[src/rtl/lsu_mem_ctrl.sv]
// Load/store memory sequencer: accepts one issued load/store, runs the data
// memory req/ack handshake, then reports completion on the CDB. A recovery
// matching the in-flight ROB tag kills the transaction; the memory handshake
// still finishes, but nothing is broadcast.
module lsu_mem_ctrl #(
   parameter int DATA_W  = 32,
   parameter int TIMEOUT = 15
) (
   input  logic              clk,
   input  logic              rst,
   input  logic              issue,
   input  logic              mem_ren_in,
   input  logic              mem_wen_in,
   input  logic [5:0]        p_rd_in,
   input  logic [3:0]        rob_num_in,
   input  logic [DATA_W-1:0] rs_data,
   input  logic [DATA_W-1:0] rt_data,
   input  logic [15:0]       immed,
   input  logic              recover,
   input  logic [3:0]        rob_num_rec,
   output logic              dmem_req,
   output logic              dmem_we,
   output logic [DATA_W-1:0] dmem_addr,
   output logic [DATA_W-1:0] dmem_wdata,
   input  logic              dmem_ack,
   input  logic [DATA_W-1:0] dmem_rdata,
   output logic              cdb_req,
   input  logic              cdb_grant,
   output logic [5:0]        cdb_p_rd,
   output logic [DATA_W-1:0] cdb_data,
   output logic [3:0]        cdb_rob_num,
   output logic              cdb_RegDest,
   output logic              lsu_busy,
   output logic              mem_timeout
);

   typedef enum logic [1:0] {IDLE, MEM, CDB} state_t;

   localparam logic [8:0] TMO_LIM = 9'(TIMEOUT);

   state_t            state, state_nxt;
   logic              is_load;
   logic [5:0]        p_rd;
   logic [3:0]        rob_num;
   logic [DATA_W-1:0] addr, wdata, rdata;
   logic              killed;
   logic [7:0]        wait_cnt;

   logic              accept, kill_hit;
   logic [DATA_W-1:0] immed_sext;

   assign immed_sext = {{(DATA_W-16){immed[15]}}, immed};
   // Only an IDLE sequencer takes new work; recovery that cycle blocks it.
   assign accept     = (state == IDLE) && issue && !recover && (mem_ren_in || mem_wen_in);
   assign kill_hit   = (state != IDLE) && recover && (rob_num_rec == rob_num);

   // State register
   always_ff @(posedge clk or posedge rst) begin
      if (rst) state <= IDLE;
      else     state <= state_nxt;
   end

   // Next-state and output decode; outputs depend on registered state only
   always_comb begin
      state_nxt   = state;
      dmem_req    = 1'b0;
      dmem_we     = 1'b0;
      dmem_addr   = '0;
      dmem_wdata  = '0;
      cdb_req     = 1'b0;
      cdb_p_rd    = '0;
      cdb_data    = '0;
      cdb_rob_num = '0;
      cdb_RegDest = 1'b0;
      lsu_busy    = (state != IDLE);
      case (state)
         IDLE: begin
            if (accept) state_nxt = MEM;
         end
         MEM: begin
            dmem_req   = 1'b1;
            dmem_we    = !is_load;
            dmem_addr  = addr;
            dmem_wdata = is_load ? '0 : wdata;
            // A kill landing with the ack still suppresses the broadcast.
            if (dmem_ack) state_nxt = (killed || kill_hit) ? IDLE : CDB;
         end
         CDB: begin
            if (!killed) begin
               cdb_req     = 1'b1;
               cdb_p_rd    = p_rd;
               cdb_rob_num = rob_num;
               cdb_data    = is_load ? rdata : '0;
               cdb_RegDest = is_load;
               if (cdb_grant) state_nxt = IDLE;
            end else begin
               state_nxt = IDLE;
            end
         end
         default: state_nxt = IDLE;
      endcase
   end

   // Transaction registers: latched on accept, load data captured on ack
   always_ff @(posedge clk or posedge rst) begin
      if (rst) begin
         is_load <= 1'b0;
         p_rd    <= '0;
         rob_num <= '0;
         addr    <= '0;
         wdata   <= '0;
         rdata   <= '0;
         killed  <= 1'b0;
      end else begin
         if (accept) begin
            is_load <= mem_ren_in;
            p_rd    <= p_rd_in;
            rob_num <= rob_num_in;
            addr    <= rs_data + immed_sext;
            wdata   <= rt_data;
            rdata   <= '0;
            killed  <= 1'b0;
         end else begin
            if (state == MEM && dmem_ack && is_load) rdata <= dmem_rdata;
            if (kill_hit) killed <= 1'b1;
         end
      end
   end

   // Saturating wait counter for unacknowledged MEM cycles
   always_ff @(posedge clk or posedge rst) begin
      if (rst)                                               wait_cnt <= '0;
      else if (accept)                                       wait_cnt <= '0;
      else if (state == MEM && !dmem_ack && wait_cnt != 8'hFF) wait_cnt <= wait_cnt + 8'd1;
   end

   // Sticky timeout: set when the count reaches the limit, cleared only by reset
   always_ff @(posedge clk or posedge rst) begin
      if (rst) mem_timeout <= 1'b0;
      else if (state == MEM && !dmem_ack && ({1'b0, wait_cnt} + 9'd1 >= TMO_LIM))
         mem_timeout <= 1'b1;
   end

endmodule

[config.mk]
export PLATFORM = sky130hd
export DESIGN_NAME = lsu_mem_ctrl
export DESIGN_NICKNAME = d
export VERILOG_FILES = /design/src/rtl/lsu_mem_ctrl.sv
export SDC_FILE = /design/constraint.sdc
export NUM_CORES = 1
export LEC_CHECK = 0
export ABC_AREA = 1
export CORE_MARGIN = 2
export CORE_UTILIZATION = 51
export CTS_CLUSTER_SIZE = 8
export DETAILED_ROUTE_END_ITERATION = 6
export GPL_TIMING_DRIVEN = 0
export PLACE_DENSITY_LB_ADDON = 0.1
export RECOVER_POWER = 25
export REMOVE_ABC_BUFFERS = 1
export SKIP_CTS_REPAIR_TIMING = 1
export SYNTH_ARGS = -nofsm -noshare
export SYNTH_HDL_FRONTEND = slang
export SYNTH_SLANG_ARGS = --single-unit
[constraint.sdc]
create_clock -name clk -period 12.4 [get_ports clk]
set_clock_uncertainty 0.1 [all_clocks]
set_input_delay 3.1 -clock clk [delete_from_list [all_inputs] [get_ports clk]]
set_output_delay 3.1 -clock clk [all_outputs]
set_load 0.05 [all_outputs]
==> flow_summary.ini <==
[detailed_routing]
drt_iter0_markers = 385
wl_per_cell_um = 13.5
drt-total-wl_um = 22100
ant_nets = 0
vias_per_cell = 4.90
drc_errors = 0
drt-pass1-iter-count = 5
vias = 8049

[clock_network]
numCtsBuffers = 17
clkSinkCount = 119
htreeDepth = 4
clk_path_buf_depth = 2
clkTransAtPathRegs_ns = 0.06
cts_tree = done
clock_latency_ns = 0.41
root_buffer = clkbuf_16

[finish]
fin_nets = 1610
fillers = 1248
layoutNonFillerInstCount = 1642
layout-drive-gt1-share_pct = 2.96
regArea_um2 = 2980
area_growth_pct = 40.1
final_cell_area_um2 = 11000
antenna_cells = 0
multi_input_area_um2 = 3900

[power_and_ir_drop]
p_total_w = 0.00181
p_per_area_nw_per_um2 = 165
p_leak_nw = 5.68
irDropWorstVdd_v = 0.000101

[setup_path]
rrSetupSlack_ns = 9.73
cp-end-kind = primary output
path_max_fanout = 34
crit_required_ns = 9.20
slowest_stage = clkdlybuf4s50_1
cpMostUsedCell = nor2_1
critPathArrivalTime_ns = 3.40
crit_type = reg2out
slowest_delay_ns = 0.84
startpoint_type = register
crit_chain = clkinv_1 -> nor2_1 -> inv_2 -> nor2_1 -> clkdlybuf4s50_1

[outcome]
status = finished, violations left
violations = capacitance limit, slew limit

[sta]
fmaxAchievable_ghz = 0.151
grt_setup_unrepaired = no
period_share_pct = 53.2
slew_headroom_pct = -0.440
drv_slew = 1
setup_ws_ns = 5.80
worstMarginPinSlew_ns = 1.50
period_minus_slack_ns = 6.60
setup_viol = 0
fin_tns_setup_ns = 0
finalHoldViolations = 0

[placed_design]
post-place-ws_ns = 5.98
placed_cells = 1610
gp_congestion = 0.898
dpl.hpwl_um = 15800
place_area_um2 = 10400
io_buffer_count = 245

[synth]
syn_area_per_cell_um2 = 6.48
ys.warnings.count = 0
syn_area_um2 = 7870
netlist_instances = 1215
ys_seq_area_share_pct = 37.8
yosysTopAreaCell = dfrtp_1
synth.ff_latch_count = 119
async_flop_share_pct = 100
synth.area.top_cells = dfrtp_1, nand2_1, inv_1, nor2_1, nand3_1
ys_types = 35
synth.top_cell.area_share_pct = 37.8
synth_edf_count = 0
synthFlopType = dfrtp_1

[run]
maxCapViolations = 1

[floorplan]
core_um2 = 15100
fp.dieW_um = 128
start_util_pct = 52.0
die_area_um2 = 16400
row_count = 45
io_pins = 246
dieHeight_um = 128

[min_path]
hold_path_class = reg2reg

[global_routing]
overflow = 0
antenna_found_initial = 0
first_global_vias = 7388
grt_pass1_wl_um = 35300
grtUsageTotal_pct = 27.0
grt_max_degree = 89
## stage by stage
stage | util [%] | hold WS, ns
global placement | 68.4 | 0.355
floorplan | - | 0.349
finish | 72.8 | 0.377
CTS | 72.7 | 0.378
global route | 72.8 | 0.400
detailed placement | 68.8 | 0.356
## flip-flops by register name, indices dropped and copies added, names as in the netlist
register     count
addr            32
rdata           32
wdata           32
wait_cnt         8
p_rd             6
rob_num          4
state            2
is_load          1
killed           1
mem_timeout      1
## final timing paths
path / from / end / depth (start not counted)
setup / recovery: is_load$_DFFE_PP0P_ / cdb_data[8] / 5
min in group asynchronous: rst / rdata[11]$_DFFE_PP0P_ / 2
max in group asynchronous: rst / wdata[25]$_DFFE_PP0P_ / 3
hold / removal: addr[25]$_DFFE_PP0P_ / addr[25]$_DFFE_PP0P_ / 2
setup reg to reg: state[0]$_DFFE_PP0P_ / rdata[6]$_DFFE_PP0P_ / 6
hold reg to reg: addr[25]$_DFFE_PP0P_ / addr[25]$_DFFE_PP0P_ / 2
## cells in the mapped netlist, drive strengths merged (4+ instances only)
cell / instances
nor3: 5
nand3: 91
nor2: 160
o21ai: 70
buf: 25
clkbuf: 15
inv: 210
xnor2: 12
nand4: 4
nand2: 428
dfrtp: 119
a21oi: 20
xor2: 6
ha: 33
## cell families after synthesis
group                    synth area share [%]
buffers and inverters                    12.6
AND/OR/NAND/NOR                          35.6
XOR/XNOR                                 2.00
adder cells (fa/ha/maj)                  5.50
AO/OA/AOI/OAI                            6.45
flip-flops                               37.8
## per-layer routing
metal	share of wire, %	wire (um)	vias up	GRT usage [%]
li1	-	-	4139	-
met4	2.6	585	0	8.86
met1	42	9250	3623	33.0
met2	49	10900	247	47.4
met3	6.4	1420	40	5.72
met5	0	0	-	0
## placed cells by master, fill, tap and decap left out, types with 2 or more instances in the layout
| cell type | n |
|---|---|
| a21o_1 | 2 |
| a21oi_1 | 20 |
| and2_1 | 2 |
| buf_16 | 2 |
| bufinv_16 | 3 |
| clkbuf_1 | 4 |
| clkbuf_16 | 17 |
| clkbuf_8 | 2 |
| clkdlybuf4s50_1 | 244 |
| clkinv_2 | 4 |
| clkinv_4 | 2 |
| dfrtp_1 | 119 |
| ha_1 | 33 |
| inv_1 | 206 |
| inv_2 | 2 |
| nand2_1 | 425 |
| nand2_2 | 2 |
| nand3_1 | 89 |
| nand3b_1 | 2 |
| nand4_1 | 4 |
| nor2_1 | 159 |
| nor3_1 | 4 |
| o21ai_0 | 68 |
| o21ai_1 | 2 |
| o21bai_1 | 2 |
| o22ai_1 | 2 |
| xnor2_1 | 12 |
| xor2_1 | 6 |
## power breakdown
part	internal, W	leakage, nW	total [W]	switching, W
clock	0.000325	0.291	0.000499	0.000174
combinational	0.000244	3.90	0.000707	0.000463
sequential	0.000544	1.49	0.000609	0.0000656
## worst max-delay path, delay by kind of cell, from the launching register on
| kind | cells | cell delay, ns |
|---|---|---|
| simple gates | 2 | 0.70 |
| buf+inv | 3 | 1.91 |
| flops | 1 | 0.36 |
## layout make-up
class | count | area share [%]
Clock buffer | 23 | 4.24
Clock inverter | 8 | 1.11
Inverter | 211 | 7.21
Multi-Input combinational cell | 845 | 35.4
Sequential cell | 119 | 27.0
Tap cell | 188 | 2.13
Timing Repair Buffer | 248 | 22.9
Note: power is estimated with default switching activity, not from simulation.
